--- src/rtl/operand_fetch.sv ---
// operand_fetch -- operand read stage with a 2-entry skid buffer.
//
// Purpose:
//   Forwards the request's mode and read addresses straight to the register
//   file. On accept it captures the mode plus the three returned operands
//   into a two-entry buffer. "main" drives the outputs and "skid" absorbs one
//   extra entry while downstream stalls. In_Ready depends only on registered
//   state, so there is no combinational path from Out_Ready to In_Ready.
//
// Ports:
//   Clk, Rst                         clock, asynchronous active-low reset
//   In_Valid/In_Ready                upstream handshake
//   In_M, In_RA/RB/RC                request mode and read addresses
//   M, R_Addr_A/B/C                  register-file read request (pass-through)
//   R_Data_A/B/C                     combinational register-file read data
//   Write_Reg, W_M, W_Addr, W_Data   snoop of the register-file write port
//   Out_Valid/Out_Ready              downstream handshake
//   Out_M, Out_A/B/C                 presented entry (always from main)
//
// Configuration:
//   OPERAND_FORWARD_EN  when defined, a snooped write whose mode and address
//                       match an operand replaces that operand, both at the
//                       accept edge and for entries already held. Without
//                       it, held entries never change.

module operand_fetch #(
  parameter int ADDR = 4,
  parameter int SIZE = 32
) (
  input  logic            Clk,
  input  logic            Rst,
  // upstream request
  input  logic            In_Valid,
  output logic            In_Ready,
  input  logic [4:0]      In_M,
  input  logic [ADDR-1:0] In_RA,
  input  logic [ADDR-1:0] In_RB,
  input  logic [ADDR-1:0] In_RC,
  // register-file read
  output logic [4:0]      M,
  output logic [ADDR-1:0] R_Addr_A,
  output logic [ADDR-1:0] R_Addr_B,
  output logic [ADDR-1:0] R_Addr_C,
  input  logic [SIZE-1:0] R_Data_A,
  input  logic [SIZE-1:0] R_Data_B,
  input  logic [SIZE-1:0] R_Data_C,
  // write snoop
  input  logic            Write_Reg,
  input  logic [4:0]      W_M,
  input  logic [ADDR-1:0] W_Addr,
  input  logic [SIZE-1:0] W_Data,
  // downstream
  output logic            Out_Valid,
  input  logic            Out_Ready,
  output logic [4:0]      Out_M,
  output logic [SIZE-1:0] Out_A,
  output logic [SIZE-1:0] Out_B,
  output logic [SIZE-1:0] Out_C
);

  localparam logic [1:0] EMPTY = 2'd0;
  localparam logic [1:0] ONE   = 2'd1;
  localparam logic [1:0] FULL  = 2'd2;

  // Addresses only need to travel with an entry when held entries can be
  // refreshed by later writes.
  typedef struct packed {
    logic [4:0]      m;
`ifdef OPERAND_FORWARD_EN
    logic [ADDR-1:0] ra;
    logic [ADDR-1:0] rb;
    logic [ADDR-1:0] rc;
`endif
    logic [SIZE-1:0] a;
    logic [SIZE-1:0] b;
    logic [SIZE-1:0] c;
  } entry_t;

  logic [1:0] state;
  entry_t     main_q;
  entry_t     skid_q;
  entry_t     in_entry;
  entry_t     main_cur;
  entry_t     skid_cur;
  logic       accept;

`ifdef OPERAND_FORWARD_EN
  // Each operand is matched independently, so an entry that names the same
  // register twice gets every copy replaced.
  function automatic entry_t refresh(input entry_t          e,
                                     input logic            wr,
                                     input logic [4:0]      wm,
                                     input logic [ADDR-1:0] waddr,
                                     input logic [SIZE-1:0] wdata);
    entry_t r;
    r = e;
    if (wr && (wm == e.m)) begin
      if (waddr == e.ra) r.a = wdata;
      if (waddr == e.rb) r.b = wdata;
      if (waddr == e.rc) r.c = wdata;
    end
    return r;
  endfunction
`endif

  assign M        = In_M;
  assign R_Addr_A = In_RA;
  assign R_Addr_B = In_RB;
  assign R_Addr_C = In_RC;

  assign In_Ready  = (state != FULL);
  assign Out_Valid = (state == ONE) || (state == FULL);
  assign accept    = In_Valid && In_Ready;

  assign Out_M = main_q.m;
  assign Out_A = main_q.a;
  assign Out_B = main_q.b;
  assign Out_C = main_q.c;

  always_comb begin
    in_entry   = '0;
    in_entry.m = In_M;
    in_entry.a = R_Data_A;
    in_entry.b = R_Data_B;
    in_entry.c = R_Data_C;
`ifdef OPERAND_FORWARD_EN
    in_entry.ra = In_RA;
    in_entry.rb = In_RB;
    in_entry.rc = In_RC;
    in_entry = refresh(in_entry, Write_Reg, W_M, W_Addr, W_Data);
    main_cur = refresh(main_q,   Write_Reg, W_M, W_Addr, W_Data);
    skid_cur = refresh(skid_q,   Write_Reg, W_M, W_Addr, W_Data);
`else
    main_cur = main_q;
    skid_cur = skid_q;
`endif
  end

  // Buffer stage: main is only rewritten while it holds a live entry, so
  // the outputs of an empty buffer stay put.
  always_ff @(posedge Clk or negedge Rst) begin
    if (!Rst) begin
      state  <= EMPTY;
      main_q <= '0;
      skid_q <= '0;
    end else begin
      case (state)
        EMPTY: begin
          if (accept) begin
            main_q <= in_entry;
            state  <= ONE;
          end
        end
        ONE: begin
          if (accept && Out_Ready) begin
            main_q <= in_entry;
          end else if (accept) begin
            main_q <= main_cur;
            skid_q <= in_entry;
            state  <= FULL;
          end else if (Out_Ready) begin
            state <= EMPTY;
          end else begin
            main_q <= main_cur;
          end
        end
        FULL: begin
          if (Out_Ready) begin
            main_q <= skid_cur;
            state  <= ONE;
          end else begin
            main_q <= main_cur;
            skid_q <= skid_cur;
          end
        end
        default: state <= EMPTY;
      endcase
    end
  end

endmodule

--- config.mk ---
export PLATFORM = sky130hd
export DESIGN_NAME = operand_fetch
export DESIGN_NICKNAME = d
export VERILOG_FILES = /design/src/rtl/operand_fetch.sv
export SDC_FILE = /design/constraint.sdc
export NUM_CORES = 1
export LEC_CHECK = 0
export ABC_CLOCK_PERIOD_IN_PS = 2800
export CAP_MARGIN = 5
export CORE_MARGIN = 2
export CORE_UTILIZATION = 51
export CTS_CLUSTER_SIZE = 25
export DETAILED_ROUTE_END_ITERATION = 10
export GPL_TIMING_DRIVEN = 0
export HOLD_SLACK_MARGIN = 0.15
export PLACE_DENSITY = 0.84
export SETUP_SLACK_MARGIN = 0.02
export SLEW_MARGIN = 20
export SYNTH_ARGS = -nofsm -noshare
export SYNTH_HDL_FRONTEND = slang
export SYNTH_SLANG_ARGS = --single-unit
--- constraint.sdc ---
create_clock -name Clk -period 2.8 [get_ports Clk]
set_input_delay 0.56 -clock Clk [delete_from_list [all_inputs] [get_ports Clk]]
set_output_delay 0.56 -clock Clk [all_outputs]
set_load 0.02 [all_outputs]
# Yosys cells after proc, flatten, opt, wreduce, memory -nomap -nowiden
# Cells that the tools add are included.
[totals] ff_bits=204 latch_bits=0 ramBits=0 rom_bits=0 in_bits=159 out_inout_bits=120 word_cells=36 n_memories=0
[classes] n_addsub=0 n_mul=0 div_mod_pow=0 n_lt_le_gt_ge=0 eq_ne=8 n_shift=0 muxes=10 bitwise=1 n_reduce_logical=8
[ops] operator="$mux 101" count=3
[ops] operator="$pmux 101 s3" count=1
[ops] operator="$mux 2" count=5
[ops] operator="$ne 2x2->1 const B" count=4
[ops] operator="$reduce_and 4->1" count=2
[ops] operator="$pmux 2 s3" count=1
[ops] operator="$ne 3x3->1 const B" count=1
[ops] operator="$reduce_and 3->1" count=1
[ops] operator="$reduce_bool 3->1" count=1
[ops] operator="$eq 2x1->1 const B" count=1
[ops] operator="$eq 2x2->1 const B" count=1
[ops] operator="$logic_and 1x1->1" count=2
[ops] operator="$logic_not 2->1" count=1
[ops] operator="$ne 2x1->1 const B" count=1
[ops] operator="$logic_or 1x1->1" count=1
[ops] operator="$not 1->1" count=1

# Longest topological paths before layout
[logic_depth] depth_word=5 mapped_depth=8 depth_no_buf=6

# Worst setup path before layout
# No wires, ideal clock.
[synth_path] path_type="register to register" start="register state[0]" end="register skid_q (netlist bit skid_cur[10])" setup_time_ns=0.125 t_arrival_ns=1.759 required_ns=2.675 setup_slack_ns=0.917 stages_incl_launch_ff=9 path_buffers=2 period_less_slack_ns=1.883 path_cell_list="dfrtp_1 -> inv_1 -> ha_1 -> inv_1 -> nand3_1 -> nor2_1 -> buf_2 -> buf_2 -> mux2_2"
[synth_between] elab_chain_len=5 word_cells_on_any_way=6 cone_classes="eq/ne (2); bitwise (1); reduce/logical (3)"
[synth_lines] element="start, declared" line="79" text="logic [1:0] state;"
[synth_lines] element="start signal, assigned" line="143" text="state <= EMPTY;"
[synth_lines] element="start signal, assigned" line="151" text="state <= ONE;"
[synth_lines] element="start signal, assigned" line="160" text="state <= FULL;"
[synth_lines] element="$ne 2x2->1 *" line="111" text="assign In_Ready = (state != FULL);"
[synth_lines] element="via In_Ready" line="34" text="output logic In_Ready,"
[synth_lines] element="$logic_and 1x1->1 *" line="113" text="assign accept = In_Valid && In_Ready;"
[synth_lines] element="$logic_and 1x1->1" line="155" text="if (accept && Out_Ready) begin"
[synth_lines] element="$not 1->1 (no line)"
[synth_lines] element="$reduce_and 3->1 (no line) *"
[synth_lines] element="end signal, assigned" line="159" text="skid_q <= in_entry;"
[synth_lines] element="end signal, assigned" line="173" text="skid_q <= skid_cur;"
[synth_lines] element="end, declared" line="81" text="entry_t skid_q;"
# The timed path passes the listed nets; every way through them passes the cells marked *.
# A chain may end at the register's enable or synchronous reset.

# Final worst setup path
[layout_path] start="register state[0]" end="output In_Ready"
[layout_between] elab_chain_len=1
[layout_lines] element="$ne 2x2->1" line="111"
[layout_lines] element="end, declared" line="34"
# Every way passes these cells.

==> results_dict.tcl <==
set metrics [dict create \
    grt-ovfl-total 0 \
    fp.dieW_um 140 \
    yosysTopAreaCellShare_pct 54.4 \
    maxCapViolCount 0 \
    crit_end "In_Ready" \
    via_count 5642 \
    drc 0 \
    io_buffer_count 224 \
    ys_seq_area_share_pct 54.4 \
    placedCellCount 1034 \
    syn-num-nets 745 \
    tightest_slew_ps 752 \
    die_area_sq_um 19500 \
    worst_setup_path_end_kind "primary output" \
    fin_nets 995 \
    core-area_sq_um 18000 \
    power_density_nw_per_um2 1290 \
    relSlewSlack_pct 49.9 \
    path_cells "inv_1 > ha_1 > inv_1 > clkdlybuf4s50_1" \
    root_buffer "clkbuf_16" \
    wirelength_mm 20.3 \
    hold_path_class "flip-flop to flip-flop" \
    vias_per_cell 5.26 \
    period_share_pct 91.1 \
    startpoint_type "flip-flop" \
    hold_viol 0 \
    worst_slack_ps 249 \
    ant_nets 0 \
    max_freq_mhz 392 \
    crit_start "state[0]" \
    track_usage_pct 20.9 \
    dpl_cell_area_sq_um 11900 \
    p_leak_nw 5.54 \
    final_area_sq_um 12700 \
    synthTopCellsByArea "dfrtp_1 54%, mux2_2 26%, mux2_4 14%, buf_4 1.4%, buf_6 1.2%" \
    place_ws_ps 272 \
    yosys_warnings 0 \
    crit_path_top_delay_cell "clkdlybuf4s50_1" \
    p_total_mw 16.3 \
    ys_seq_elements 204 \
    wl_met2_mm 10.1 \
    num_rows 49 \
    start_util_pct 52.1 \
    instances_no_fill 1072 \
    rsz0062_at_grt "no" \
    grt_pass1_wl_mm 33.7 \
    setup_viol 0 \
    worst_path_most_repeated_cell "inv_1" \
    synth.distinct_cells 19 \
    clock-sinks 204 \
    r2r_setup_slack_ps 550 \
    rr_endpoint "skid_cur[29]" \
    grt_start_max_net_pins 107 \
    hold_ws_ps 504 \
    worstPathArrival_ps 1990 \
    cts_tree "done" \
    worstRegToRegCells 8 \
    avgSynthCellArea_sq_um 16.2 \
    top_layer_used "met4" \
    yosysTopAreaCell "dfrtp_1" \
    numCtsBuffers 22 \
    areaGrowthSynthToFinish_pct 34.8 \
    antenna_found_initial 0 \
    wl_met1_mm 8.67 \
    antennaDiodeCount 0 \
    clock_path_buffers 3 \
    irDropWorstVdd_mv 0.798 \
    dp_hpwl_mm 14.3 \
    synthCells 580 \
    clk_pin_slew_worst_paths_ps 60 \
    netlist_area_sq_um 9380 \
    timing.setup.tns_ps 0 \
    die_h_um 140 \
    insertion_delay_ps 500 \
    firstDrtPassIters 4 \
    dr_wl_met3_mm 1.21 \
    period_needed_ps 2550 \
    drive_gt1_share_pct 46.1 \
    cp_slowest_stage_delay_ps 630 \
    ioPinCount 279 \
    first_global_vias 6424 \
    status "finished, final reports clean" \
    slew_violations 0 \
    htree_levels 1 \
    wl_per_cell_um 18.9 \
    post-route-util_pct 70.2 \
    cp_max_fo 4 \
    drtIter0Drc 147 \
    cp_data_required_time_ps 2240 \
    fin_worst_skew_ps 14.6 \
    place.gp.congestion 0.751 \
    crit_type "flip-flop to primary output" \
    crit-reg2reg-launch "state[0]" \
]
placed cells by master, fill, tap and decap left out, types with 2 or more instances in the layout:
master and n:
buf_4 17, buf_1 2, buf_6 10, buf_2 21, mux2_4 90, clkbuf_16 23
nand3b_1 2, clkinv_2 4, mux2_2 214, inv_1 3, clkbuf_8 6, dfrtp_1 204
clkdlybuf4s50_1 223, nor2_1 3, clkbuf_1 3, ha_1 6
sequential cells by signal (all words and copies together) (netlist names):
register  flops
Out_A        32
Out_C        32
skid_cur    101
Out_B        32
state         2
Out_M         5
synthesized netlist by cell type (all sizes together):
cell	instances
a21bo	1
a21oi	1
buf	50
dfrtp	204
ha	6
inv	3
mux2	304
mux2i	1
nand2	1
nand2b	1
nand3	1
nand3b	2
nor2	3
nor2b	1
o21ai	1
report_power, final:
| part | total [mW] | internal (mW) | switching, mW | leakage [nW] |
|---|---|---|---|---|
| clock network | 2.76 | 1.65 | 1.11 | 0.350 |
| registers | 5.38 | 4.52 | 0.859 | 2.41 |
| logic | 8.14 | 4.82 | 3.32 | 2.78 |
| total | 16.3 | 11.0 | 5.29 | 5.54 |
cell type report:
cell class	count	area [sq um]
clock buffer	32	669
timing repair buffer	226	2280
tap	229	287
inverter	3	11.3
clock inverter	5	28.8
fill	1216	5370
buffer	50	353
multi-input combinational	323	3910
sequential	204	5100
per-layer routing:
metal  track usage, %  vias to the layer above
li1                 -                     2557
met1             27.6                     2889
met2             36.4                      170
met3             4.16                       26
met4             3.89                        0
met5                0                        -
how the worst min path moves through the flow:
stage	from	to	slack, ps	cells after the start
after global placement	skid_cur[34]	skid_cur[34]	480	1
final	skid_cur[60]	skid_cur[60]	500	1
after floorplan	Rst	Out_A[0]	260	0
after CTS	skid_cur[2]	skid_cur[2]	510	1
after global routing	skid_cur[77]	skid_cur[77]	520	1
after detailed placement	skid_cur[30]	skid_cur[30]	490	1
worst max-delay path, delay by kind of cell, from the launching register on:
| kind | cells | cell delay (ps) |
|---|---|---|
| buffers and inverters | 3 | 850 |
| adders and majority gates | 1 | 230 |
| DFF | 1 | 420 |
logic make-up (layout without fill, tap and decap cells):
group | Yosys count | count (layout) | share of synthesized area (%)
multiplexers | 305 | 305 | 40.2
flip-flops | 204 | 204 | 54.4
buffers and inverters | 53 | 316 | 3.88
AND/OR/NAND/NOR | 9 | 9 | 0.507
adder cells (fa/ha/maj) | 6 | 6 | 0.800
AO/OA/AOI/OAI | 3 | 3 | 0.213
timing repair:
item | 4_1_cts | 5_1_grt
resized for setup | 0 | 0
hold buffers | 1 | 0
hold endpoints to repair | 54 | 0
buffers inserted | 0 | 0
Power figures use the tool's default switching activity.
